[config.mk]
export PLATFORM = sky130hd
export DESIGN_NAME = iddmm_seq
export DESIGN_NICKNAME = d
export VERILOG_FILES = /design/src/rtl/iddmm_seq.sv
export SDC_FILE = /design/constraint.sdc
export NUM_CORES = 2
export LEC_CHECK = 0
export CORE_ASPECT_RATIO = 0.75
export CORE_UTILIZATION = 50
export CTS_BUF_LIST = sky130_fd_sc_hd__clkbuf_8
export DETAILED_ROUTE_END_ITERATION = 10
export PLACE_DENSITY_LB_ADDON = 0.08
export SLEW_MARGIN = 10
export SYNTH_ARGS = -nofsm -noshare
export SYNTH_HDL_FRONTEND = slang
export SYNTH_SLANG_ARGS = --single-unit
[constraint.sdc]
create_clock -name clk -period 12.5 [get_ports clk]
set_input_delay 1.875 -clock clk [delete_from_list [all_inputs] [get_ports clk]]
set_output_delay 1.875 -clock clk [all_outputs]
set_load 0.02 [all_outputs]
[src/rtl/iddmm_seq.sv]
// iddmm_seq: job sequencer in front of one iddmm_top Montgomery multiplier.
// Loads operands into the RAMs, runs the req/grant handshake and buffers results.
// Ports: clk, rst_n, start, keep_m, busy, err, done,
//   in_valid/in_ready/in_data (operand stream m1, x, y, m),
//   out_valid/out_ready/out_data/out_last (result stream),
//   wr_ena/wr_addr/wr_x/wr_y/wr_m/wr_m1 (RAM writes),
//   task_req/task_grant/task_end/task_res (datapath handshake).
// Optional macro IDDMM_SEQ_REUSE_M_EN: keep_m=1 at start reuses m1 and m.
module iddmm_seq #(
  parameter int K      = 128,
  parameter int N      = 32,
  parameter int ADDR_W = $clog2(N)
) (
  input  logic              clk,
  input  logic              rst_n,
  input  logic              start,
  input  logic              keep_m,
  output logic              busy,
  output logic              err,
  output logic              done,
  input  logic              in_valid,
  output logic              in_ready,
  input  logic [K-1:0]      in_data,
  output logic              out_valid,
  input  logic              out_ready,
  output logic [K-1:0]      out_data,
  output logic              out_last,
  output logic [2:0]        wr_ena,
  output logic [ADDR_W-1:0] wr_addr,
  output logic [K-1:0]      wr_x,
  output logic [K-1:0]      wr_y,
  output logic [K-1:0]      wr_m,
  output logic [K-1:0]      wr_m1,
  output logic              task_req,
  input  logic              task_grant,
  input  logic              task_end,
  input  logic [K-1:0]      task_res
);

  typedef enum logic [3:0] {
    S_IDLE,
    S_LOAD_M1,
    S_LOAD_X,
    S_LOAD_Y,
    S_LOAD_M,
    S_REQ,
    S_WAIT,
    S_CAPT,
    S_DRAIN
  } state_t;

  localparam logic [ADDR_W-1:0] LAST = ADDR_W'(N - 1);
  localparam logic [ADDR_W-1:0] ONE  = ADDR_W'(1);

  state_t            state;
  logic [ADDR_W-1:0] idx;
  logic [K-1:0]      m1_q;
  logic [K-1:0]      wr_data;
  logic [K-1:0]      res_buf [N];
  logic              acc;
  logic              cap;

  assign acc   = in_valid & in_ready;
  assign cap   = task_end & ((state == S_WAIT) | (state == S_CAPT));
  assign wr_x  = wr_data;
  assign wr_y  = wr_data;
  assign wr_m  = wr_data;
  assign wr_m1 = m1_q;

`ifdef IDDMM_SEQ_REUSE_M_EN
  logic keep_q;
`else
  logic unused_keep;
  assign unused_keep = keep_m;
`endif

  // Result buffer holds no reset: its contents are dead outside a job.
  always_ff @(posedge clk) begin
    if (cap) res_buf[idx] <= task_res;
  end

  always_ff @(posedge clk or negedge rst_n) begin
    if (!rst_n) begin
      state     <= S_IDLE;
      idx       <= '0;
      m1_q      <= '0;
      wr_data   <= '0;
      wr_ena    <= '0;
      wr_addr   <= '0;
      busy      <= 1'b0;
      err       <= 1'b0;
      done      <= 1'b0;
      in_ready  <= 1'b0;
      out_valid <= 1'b0;
      out_data  <= '0;
      out_last  <= 1'b0;
      task_req  <= 1'b0;
`ifdef IDDMM_SEQ_REUSE_M_EN
      keep_q    <= 1'b0;
`endif
    end else begin
      wr_ena <= '0;
      done   <= 1'b0;
      unique case (state)
        S_IDLE: begin
          if (start) begin
            busy     <= 1'b1;
            in_ready <= 1'b1;
            err      <= 1'b0;
            idx      <= '0;
`ifdef IDDMM_SEQ_REUSE_M_EN
            keep_q   <= keep_m;
            state    <= keep_m ? S_LOAD_X : S_LOAD_M1;
`else
            state    <= S_LOAD_M1;
`endif
          end
        end
        S_LOAD_M1: begin
          if (acc) begin
            m1_q  <= in_data;
            state <= S_LOAD_X;
          end
        end
        S_LOAD_X, S_LOAD_Y, S_LOAD_M: begin
          if (acc) begin
            wr_addr <= idx;
            wr_data <= in_data;
            unique case (1'b1)
              state == S_LOAD_X: wr_ena <= 3'b001;
              state == S_LOAD_Y: wr_ena <= 3'b010;
              default:           wr_ena <= 3'b100;
            endcase
            if (idx == LAST) begin
              idx <= '0;
              unique case (1'b1)
                state == S_LOAD_X: state <= S_LOAD_Y;
                state == S_LOAD_Y: begin
`ifdef IDDMM_SEQ_REUSE_M_EN
                  if (keep_q) begin
                    state    <= S_REQ;
                    in_ready <= 1'b0;
                  end else begin
                    state    <= S_LOAD_M;
                  end
`else
                  state <= S_LOAD_M;
`endif
                end
                default: begin
                  state    <= S_REQ;
                  in_ready <= 1'b0;
                end
              endcase
            end else begin
              idx <= idx + ONE;
            end
          end
        end
        S_REQ: begin
          // Request rises one cycle after entry; grant only counts once it is up.
          if (!task_req) begin
            task_req <= 1'b1;
          end else if (task_grant) begin
            task_req <= 1'b0;
            state    <= S_WAIT;
          end
        end
        S_WAIT: begin
          if (task_end) begin
            idx   <= ONE;
            state <= S_CAPT;
          end
        end
        S_CAPT: begin
          if (task_end) begin
            if (idx == LAST) begin
              idx       <= '0;
              state     <= S_DRAIN;
              out_valid <= 1'b1;
              out_data  <= res_buf[0];
              out_last  <= 1'b0;
            end else begin
              idx <= idx + ONE;
            end
          end else begin
            // Result burst broke up: the job is lost.
            err   <= 1'b1;
            busy  <= 1'b0;
            idx   <= '0;
            state <= S_IDLE;
          end
        end
        S_DRAIN: begin
          if (out_ready) begin
            if (idx == LAST) begin
              out_valid <= 1'b0;
              out_last  <= 1'b0;
              done      <= 1'b1;
              busy      <= 1'b0;
              idx       <= '0;
              state     <= S_IDLE;
            end else begin
              idx      <= idx + ONE;
              out_data <= res_buf[idx + ONE];
              out_last <= ((idx + ONE) == LAST);
            end
          end
        end
        default: state <= S_IDLE;
      endcase
    end
  end

endmodule
==> results.cfg <==
[sta]
fin_crit_ps = 6110
tightestPinTransition_ps = 1450
hold_viol = 0
fin_setup_tns_ps = 0
min_period_over_period = 0.489
finalSetupViolCount = 0
max_freq_mhz = 164
maxSlewHeadroom = 0.0318
drv_slew = 0
clock_skew_ps = 52.3
rsz0062_at_grt = false

[global_routing]
grt.met3_usage = 0.0625
grt_pass1_wl_um = 719000
grt_max_degree = 163
track_usage = 0.290
grt-ovfl-total = 0
grt_pass1_vias = 93300
use_met1 = 0.417
grtUsageMet2 = 0.450
grt-busiest-layer = met2
antenna_found_initial = 54

[synth]
synth_nets = 9188
synth.avg_cell_area_um2 = 19.6
synth_edf_count = 4096
yosys_register_bits = 4504
ys_seq_area_frac = 0.764
syn_inst = 8918
yosys_warnings = 0
synth_cell_types = 66
synth_area_um2 = 174000
async_flop_share = 0.0906
synthFlopType = edfxtp_1

[setup_path]
rrSetupSlack_ps = 6390
arrival_ps = 7280
crit_fanout = 43
endpoint_kind = register
r2r-start = idx[0]
cp-startpoint = idx[0]
cp.required_ps = 13670
r2r_end = out_data[120]
path_class = register to register
worstSetupEndpoint = out_data[120]
worstSetupStartpointType = register
worstRegToRegCells = 10

[layout]
fill_cells = 25900
stdcell_count = 15100
area_growth_syn_to_layout_pct = 14.4
final_common_cell = edfxtp_1
drive_gt1_frac = 0.179
final_cell_mix = edfxtp_1 (4096), mux2i_1 (1007), clkdlybuf4s50_1 (914)
layout.nets = 10200

[clock_tree]
cts-buffers-inserted = 680
clkSinkCount = 4504
htree_levels = 6
cts.repair.resized = 0
cts_hold_buf = 0
clkTransAtPathRegs_ps = 60
root_buffer = clkbuf_8
cts_setup_buffers = 0
clockBufferDepth = 4
insertion_delay_ps = 1240
cts_tree = done

[power_and_ir_drop]
power_frac_comb = 0.327
switchingPower_mw = 14.9
p_leak_nw = 66.7
clkPwrFrac = 0.260
switching_share = 0.341
p_total_mw = 43.5
internal-power_mw = 28.7
power_density_nw_per_um2 = 218
peakVddDrop_mv = 0.472
p_seq_frac = 0.413

[detailed_routing]
ant_nets = 0
vias = 93900
wire_per_inst_um = 34.4
first_pass_iters = 7
via_per_inst = 6.21
wirelength_um = 520000
drtIter0Drc = 11900
drc = 0

[floorplanning]
die_h_um = 514
start_util = 0.503
die_w_um = 684
ios = 919
std_cell_rows = 187
coreArea_um2 = 347000
dieArea_um2 = 351000

[place]
gp_congestion = 0.887
hpwl_um = 258000
place.port_buffers = 917
place_inst = 13900

[flow_run]
cap_violations = 0

[worst_hold_path]
hp-class = register to register

[run_status]
outcome = complete, no violations
## flip-flops by register name, indices dropped and copies added (netlist names)
register,flops
wr_m1,128
out_last,1
done,1
wr_m,128
state,4
task_req,1
busy,1
idx,5
in_ready,1
wr_addr,5
err,1
out_data,128
out_valid,1
wr_ena,3
res_buf,4096
## how the worst min path moves through the flow
| stage | start | endpoint | slack (ps) | depth (start not counted) |
|---|---|---|---|---|
| 2_1_floorplan | idx[1] | idx[1] | 520 | 2 |
| 4_1_cts | wr_addr[1] | wr_addr[1] | 500 | 2 |
| 3_5_place_dp | wr_addr[1] | wr_addr[1] | 480 | 2 |
| 5_1_grt | wr_m1[98] | wr_m1[98] | 510 | 1 |
| 3_3_place_gp | wr_addr[0] | wr_addr[0] | 480 | 2 |
| 6_report | wr_addr[1] | wr_addr[1] | 480 | 2 |
## critical path, stage by stage, from the launching register on
cell	delay [ps]
dfrtp_4	940
ha_1	590
and3_1	260
ha_1	530
and3b_1	440
nand2_1	860
o21bai_4	300
buf_4	800
buf_4	750
a32oi_1	270
a21oi_1	230
## kinds of logic (layout without fill, tap and decap cells)
logic type	count (synthesis)	count (layout)	synth area share
multiplexers	1794	1794	0.144
AO/OA/AOI/OAI	1158	1158	0.0488
buffers and inverters	794	2355	0.0265
adder cells (fa/ha/maj)	6	6	0.000430
XOR/XNOR	4	4	0.000287
AND/OR/NAND/NOR	658	658	0.0169
other	0	21	0
flip-flops	4504	4504	0.764
## cells in the mapped netlist, types with 4 or more instances
library cell	number	area [um2]
nand2_1	426	1600
buf_4	334	2510
o21ai_0	134	671
dfrtp_1	408	10200
nor2_1	45	169
buf_6	10	113
clkbuf_1	174	653
edfxtp_1	4096	123000
a32oi_1	245	2150
nor2_2	5	31.3
or3_1	129	807
ha_1	6	75.1
buf_2	224	1120
clkbuf_4	8	60.1
mux2_2	215	2420
mux4_2	526	11800
a21oi_1	127	636
mux2i_1	1007	10100
a22oi_1	500	3750
a31oi_1	11	68.8
and3_1	4	25.0
mux2_4	46	691
o22a_1	119	1040
buf_1	37	139
nand3_1	17	85.1
inv_1	6	22.5
nand3b_1	4	30.0
## power by group through the flow
| stage | Combinational (mW) | Clock (mW) | Sequential, mW |
|---|---|---|---|
| floorplan | 8.81 | 0 | 18.6 |
| global placement | 14.1 | 0 | 18.3 |
| detailed placement | 14.2 | 0 | 18.3 |
| CTS | 14.2 | 11.5 | 18.0 |
| global route | 14.9 | 12.1 | 18.1 |
| finish | 14.2 | 11.3 | 18.0 |
## metal layers
| layer | up-vias | part of all wire |
|---|---|---|
| met4 | 34 | 0.026 |
| met1 | 50000 | 0.42 |
| met2 | 4806 | 0.46 |
| met3 | 851 | 0.093 |
| met5 | - | 0.00091 |
| li1 | 38200 | - |
## stage by stage
step	utilization	hold slack, ps	setup WS [ps]	area [um2]
2_1_floorplan	-	518	3980	174000
3_3_place_gp	0.539	478	5940	187000
3_5_place_dp	0.540	484	5830	187000
4_1_cts	0.576	497	6450	199000
5_1_grt	0.576	511	6260	199000
6_report	0.576	483	6390	200000
## final cells by class
class,instances,area (um2),area share
Tap cell,4630,5790,0.0290
Clock inverter,504,2320,0.0117
Sequential cell,4504,133000,0.668
Antenna cell,21,52.6,0.000263
Multi-Input combinational cell,3620,37000,0.186
Timing Repair Buffer,1107,10900,0.0548
Inverter,6,22.5,0.000113
Clock buffer,738,10200,0.0509
No activity file was read; power rests on OpenSTA's default activity.
